**src/rtl/sign_classifier.sv**
```systemverilog
// Finger-status debouncer with a runtime-loaded, priority-ordered pattern table.
// Emits one classification per stable episode of the finger vector.
module sign_classifier #(
    parameter int NUM_FINGERS   = 5,
    parameter int SIGN_W        = 4,
    parameter int NUM_ENTRIES   = 16,
    parameter int STABLE_CYCLES = 8,
    parameter int IDX_W         = (NUM_ENTRIES > 1) ? $clog2(NUM_ENTRIES) : 1
) (
    input  logic                   clk,
    input  logic                   rst,
    input  logic [NUM_FINGERS-1:0] finger_status,
    input  logic                   cfg_we,
    input  logic [IDX_W-1:0]       cfg_idx,
    input  logic                   cfg_en,
    input  logic [NUM_FINGERS-1:0] cfg_pattern,
    input  logic [NUM_FINGERS-1:0] cfg_mask,
    input  logic [SIGN_W-1:0]      cfg_sign,
    output logic [SIGN_W-1:0]      sign_value,
    output logic                   sign_unknown,
    output logic                   sign_valid
);

    localparam int CNT_W = $clog2(STABLE_CYCLES + 1);
    localparam logic [CNT_W-1:0] CNT_MAX  = CNT_W'(STABLE_CYCLES);
    localparam logic [CNT_W-1:0] CNT_FIRE = CNT_W'(STABLE_CYCLES - 1);

    logic [NUM_FINGERS-1:0] samp;
    logic [CNT_W-1:0]       cnt;

    logic                   tbl_en   [NUM_ENTRIES];
    logic [NUM_FINGERS-1:0] tbl_pat  [NUM_ENTRIES];
    logic [NUM_FINGERS-1:0] tbl_mask [NUM_ENTRIES];
    logic [SIGN_W-1:0]      tbl_sign [NUM_ENTRIES];

    logic              same;
    logic              fire;
    logic              idx_ok;
    logic              hit;
    logic [SIGN_W-1:0] hit_sign;

    assign same   = (finger_status == samp);
    assign fire   = same && (cnt == CNT_FIRE);
    assign idx_ok = int'(cfg_idx) < NUM_ENTRIES;

    always_ff @(posedge clk) begin
        if (rst) begin
            samp <= '0;
            cnt  <= '0;
        end else begin
            samp <= finger_status;
            if (!same) begin
                cnt <= '0;
            end else if (cnt < CNT_MAX) begin
                cnt <= cnt + CNT_W'(1);
            end
        end
    end

    // Table reads below see the pre-write contents on the same edge.
    always_ff @(posedge clk) begin
        if (rst) begin
            for (int e = 0; e < NUM_ENTRIES; e++) begin
                tbl_en[e]   <= 1'b0;
                tbl_pat[e]  <= '0;
                tbl_mask[e] <= '0;
                tbl_sign[e] <= '0;
            end
        end else if (cfg_we && idx_ok) begin
            tbl_en[cfg_idx]   <= cfg_en;
            tbl_pat[cfg_idx]  <= cfg_pattern;
            tbl_mask[cfg_idx] <= cfg_mask;
            tbl_sign[cfg_idx] <= cfg_sign;
        end
    end

    // Descending scan so the lowest matching index is the last to assign.
    always_comb begin
        hit      = 1'b0;
        hit_sign = '0;
        for (int e = NUM_ENTRIES - 1; e >= 0; e--) begin
            if (tbl_en[e] &&
                (((finger_status ^ tbl_pat[e]) & tbl_mask[e]) == '0)) begin
                hit      = 1'b1;
                hit_sign = tbl_sign[e];
            end
        end
    end

    always_ff @(posedge clk) begin
        if (rst) begin
            sign_value   <= '0;
            sign_unknown <= 1'b0;
            sign_valid   <= 1'b0;
        end else begin
            sign_valid <= fire;
            if (fire) begin
                sign_value   <= hit ? hit_sign : '0;
                sign_unknown <= !hit;
            end
        end
    end

endmodule

```
**config.mk**
```make
export PLATFORM = sky130hd
export DESIGN_NAME = sign_classifier
export DESIGN_NICKNAME = d
export VERILOG_FILES = /design/src/rtl/sign_classifier.sv
export SDC_FILE = /design/constraint.sdc
export NUM_CORES = 1
export LEC_CHECK = 0
export CAP_MARGIN = 5
export CORE_ASPECT_RATIO = 1.75
export CORE_UTILIZATION = 45
export CTS_CLUSTER_SIZE = 30
export DETAILED_ROUTE_END_ITERATION = 16
export PLACE_DENSITY_LB_ADDON = 0.1
export SLEW_MARGIN = 10
export SYNTH_ARGS = -nofsm -noshare
export SYNTH_HDL_FRONTEND = slang
export SYNTH_SLANG_ARGS = --single-unit
```
**constraint.sdc**
```tcl
create_clock -name clk -period 2.3 [get_ports clk]
set_clock_uncertainty 0.2 [all_clocks]
set_input_delay 0.46 -clock clk [delete_from_list [all_inputs] [get_ports clk]]
set_output_delay 0.46 -clock clk [all_outputs]
set_load 0.005 [all_outputs]
```
==> flow_summary.yaml <==
run_status:
  status: "finished with violations"
  violations: "setup timing"
logic_synthesis:
  synth_ff_type: "edfxtp_1"
  synth_async_sr_flop_share_pct: 0
  ys_types: 52
  syn_avg_cell_area_sq_um: 13.12
  synth_edf_count: 240
  ys_seq_area_share_pct: 64.66
  ys_seq_elements: 255
  synthCells: 885
  synth_warnings: 0
  syn_area_sq_um: 11610
  synth_nets: 913
setup_path:
  path_class: "in -> reg"
  critical_path_arrival_ns: 2.53
  required_ns: 2.52
  start_kind: "input pin"
  critPathCaptureType: "flop"
  r2r-start: "tbl_pat[4][1]"
  path_max_fanout: 5
  crit_start: "finger_status[2]"
timing:
  maxSlewHeadroom_pct: 73.54
  tns_ns: -0.01397
  grt_setup_unrepaired: "yes"
  worst_pin_slew_ns: 0.3965
  clock.fmax_mhz: 432.2
  drv_slew: 0
  post-route-min-period_ns: 2.314
  hold_viol: 0
  setup_slack_ns: -0.01397
  fin_hold_ws_ns: 0.2569
  setup_viol: 1
  timing.final.crit_share_pct: 100.6
die:
  coreArea_sq_um: 25340
  die_y_um: 214.5
  die_w_um: 123.4
  num_rows: 77
  die-area_sq_um: 26470
  start_util_pct: 45.82
  pin_count: 33
detailed_routing:
  wl_per_cell_um: 22.21
  vias: 7307
  drt-pass1-iter-count: 4
  drcViolationCount: 0
  drtIter0Drc: 535
  post_drt_via_cell_ratio: 5.353
  drt-total-wl_um: 30310
  ant_nets: 0
worst_hold_path:
  hp-start: "finger_status[0]"
  hp-class: "in -> reg"
final_layout:
  multi_input_area_sq_um: 4028
  utilization_pct: 57.04
  final_nets: 1060
  final_area_sq_um: 14450
  diodes: 0
  fillers: 2056
  regArea_sq_um: 7507
  drive_above_1_share_pct: 22.59
  area_delta_synth_final_pct: 24.50
flow_run:
  maxCapViolations: 0
pwr:
  ir_worst_vdd_mv: 0.4806
  power_density_nw_per_um2: 735.4
  p_leak_nw: 5.519
cts:
  cts_made_buffers: 24
  clockBufferDepth: 3
  clock-sinks: 255
  clock_latency_ns: 0.53
  htree_levels: 1
  cts_tree: "yes"
  cts_root_buf: "clkbuf_16"
  clk_pin_slew_worst_paths_ns: 0.06
global_route:
  grt_pass1_wl_um: 45840
  grt_max_degree: 25
  antenna_found_initial: 1
  grt.total_usage_pct: 23.98
  grt_pass1_vias: 7779
  globalRouteOverflowTotal: 0
placement:
  gp_congestion: 0.8937
  portBuffers: 32
  hpwl_um: 19540
  place_area_sq_um: 13190
[final timing paths]
path	cells past startpoint	slack (ns)	to
min reg2reg	2	0.27	sign_unknown
min	4	0.26	samp[0]
max	12	-0.01	sign_value[1]
max reg2reg	9	-0.01	sign_value[1]
[cell families (layout without fill, tap and decap cells)]
| group | count (synthesis) | count (layout) | share of synthesized area (%) |
|---|---|---|---|
| xor gates and xnor gates | 87 | 87 | 6.563 |
| and+or+nand+nor | 387 | 387 | 19.80 |
| buffers and inverters | 62 | 226 | 2.716 |
| DFF | 255 | 255 | 64.66 |
| AOI/OAI and AO/OA | 90 | 90 | 5.895 |
| muxes | 3 | 3 | 0.2587 |
| adders and majority gates | 1 | 1 | 0.1078 |
[layer usage]
| metal | global-route usage [%] | vias to the layer above | wire, um |
|---|---|---|---|
| li1 | - | 3414 | - |
| met1 | 28.55 | 3677 | 11850 |
| met2 | 43.43 | 162 | 16370 |
| met3 | 2.500 | 54 | 1074 |
| met4 | 9.116 | 0 | 1021 |
| met5 | 0 | - | 0 |
[final cells by class]
type | count | share of cell area, %
Clock inverter | 14 | 1.004
Inverter | 15 | 0.4069
Timing Repair Buffer | 168 | 11.62
Multi-Input combinational cell | 568 | 27.87
Sequential cell | 255 | 51.94
Tap cell | 316 | 2.735
Clock buffer | 29 | 4.432
[power breakdown]
group	internal [W]	leakage, nW	total [W]	switching (W)
clock	0.00232	0.383	0.00402	0.00170
combinational	0.000547	2.73	0.00119	0.000641
sequential	0.00532	2.41	0.00542	0.000101
[cell usage after synthesis (2+ instances only)]
library cell  number  area [sq um]
and2_1           241          1508
edfxtp_1         240          7207
xor2_1            83         727.0
a22oi_1           33         247.7
clkbuf_1          33         123.9
nand2_1           32         120.1
nor2_1            30         112.6
or2_2             17         106.4
dfxtp_1           15         300.3
inv_1             15         56.30
nand4_1           13         81.33
o211ai_1          11         82.58
buf_6             10         112.6
nand3_1            9         45.04
nor2b_1            8         50.05
nor3_1             7         35.03
nand2b_1           6         37.54
o21ai_0            6         30.03
a21oi_1            5         25.02
nand3b_1           5         37.54
o211a_1            5         50.05
o22ai_1            5         31.28
nor3b_1            4         30.03
o21bai_1           4         30.03
xnor2_1            4         35.03
a311oi_1           3         26.28
a41oi_1            3         26.28
and4_1             3         26.28
buf_2              3         15.01
mux2i_1            3         30.03
a211o_1            2         17.52
a221o_1            2         20.02
a22oi_2            2         25.02
a31oi_1            2         12.51
and3_1             2         12.51
nor4_1             2         12.51
nor4b_2            2         30.03
[what timing repair did]
item / CTS / global route
cloned: 3 / 0
setup endpoints to repair: 20 / 6
pin swaps: 23 / 26
hold endpoints to repair: 0 / 0
resized for setup: 51 / 25
hold buffers: 0 / 0
buffers inserted: 18 / 2
[sequential cells by signal, indices dropped and copies added, names as in the netlist, 4 cells and up]
signal	cells
tbl_mask	80
tbl_pat	80
tbl_sign	64
tbl_en	16
samp	5
cnt	4
sign_value	4
[metrics by stage]
stage,setup slack (ns),total power [W],instances
5_1_grt,-0.08380,0.01096,1365
3_3_place_gp,-0.9004,0.006543,1300
6_report,-0.01397,0.01063,1365
3_5_place_dp,-0.8982,0.006574,1300
4_1_cts,-0.01233,0.01066,1364
2_1_floorplan,-0.02911,0.006043,885
[cells in the final DEF, fill, tap and decap left out, types with 4 or more instances in the layout]
cell type / synthesis / layout
clkdlybuf4s50_1: 0 / 27
nand2b_1: 6 / 5
xor2_1: 83 / 79
nor2b_1: 8 / 7
xnor2_1: 4 / 4
or2_2: 17 / 17
nand3b_1: 5 / 5
a21oi_1: 5 / 5
clkinv_1: 0 / 5
buf_6: 10 / 8
clkinv_2: 0 / 4
clkbuf_16: 0 / 25
clkbuf_1: 33 / 4
nand2_1: 32 / 31
o211a_1: 5 / 5
a22oi_1: 33 / 25
o21ai_0: 6 / 5
edfxtp_1: 240 / 240
dfxtp_1: 15 / 15
and2_1: 241 / 241
a22oi_2: 2 / 10
nor3_2: 0 / 4
nand4_1: 13 / 13
inv_1: 15 / 14
nor2_1: 30 / 27
xor2_2: 0 / 4
buf_4: 1 / 105
nand3_1: 9 / 7
o211ai_1: 11 / 11
buf_12: 0 / 22
[critical path, cell delays in order]
cell and delay, ns:
clkdlybuf4s15_1 0.19, buf_6 0.14, buf_4 0.16, xor2_2 0.17, a22oi_2 0.17, nand4_1 0.17
buf_6 0.18, nand2b_4 0.07, o211ai_1 0.13, o211ai_1 0.28, a41oi_2 0.17, o211a_1 0.23
Note: power is estimated with default switching activity, not from simulation.
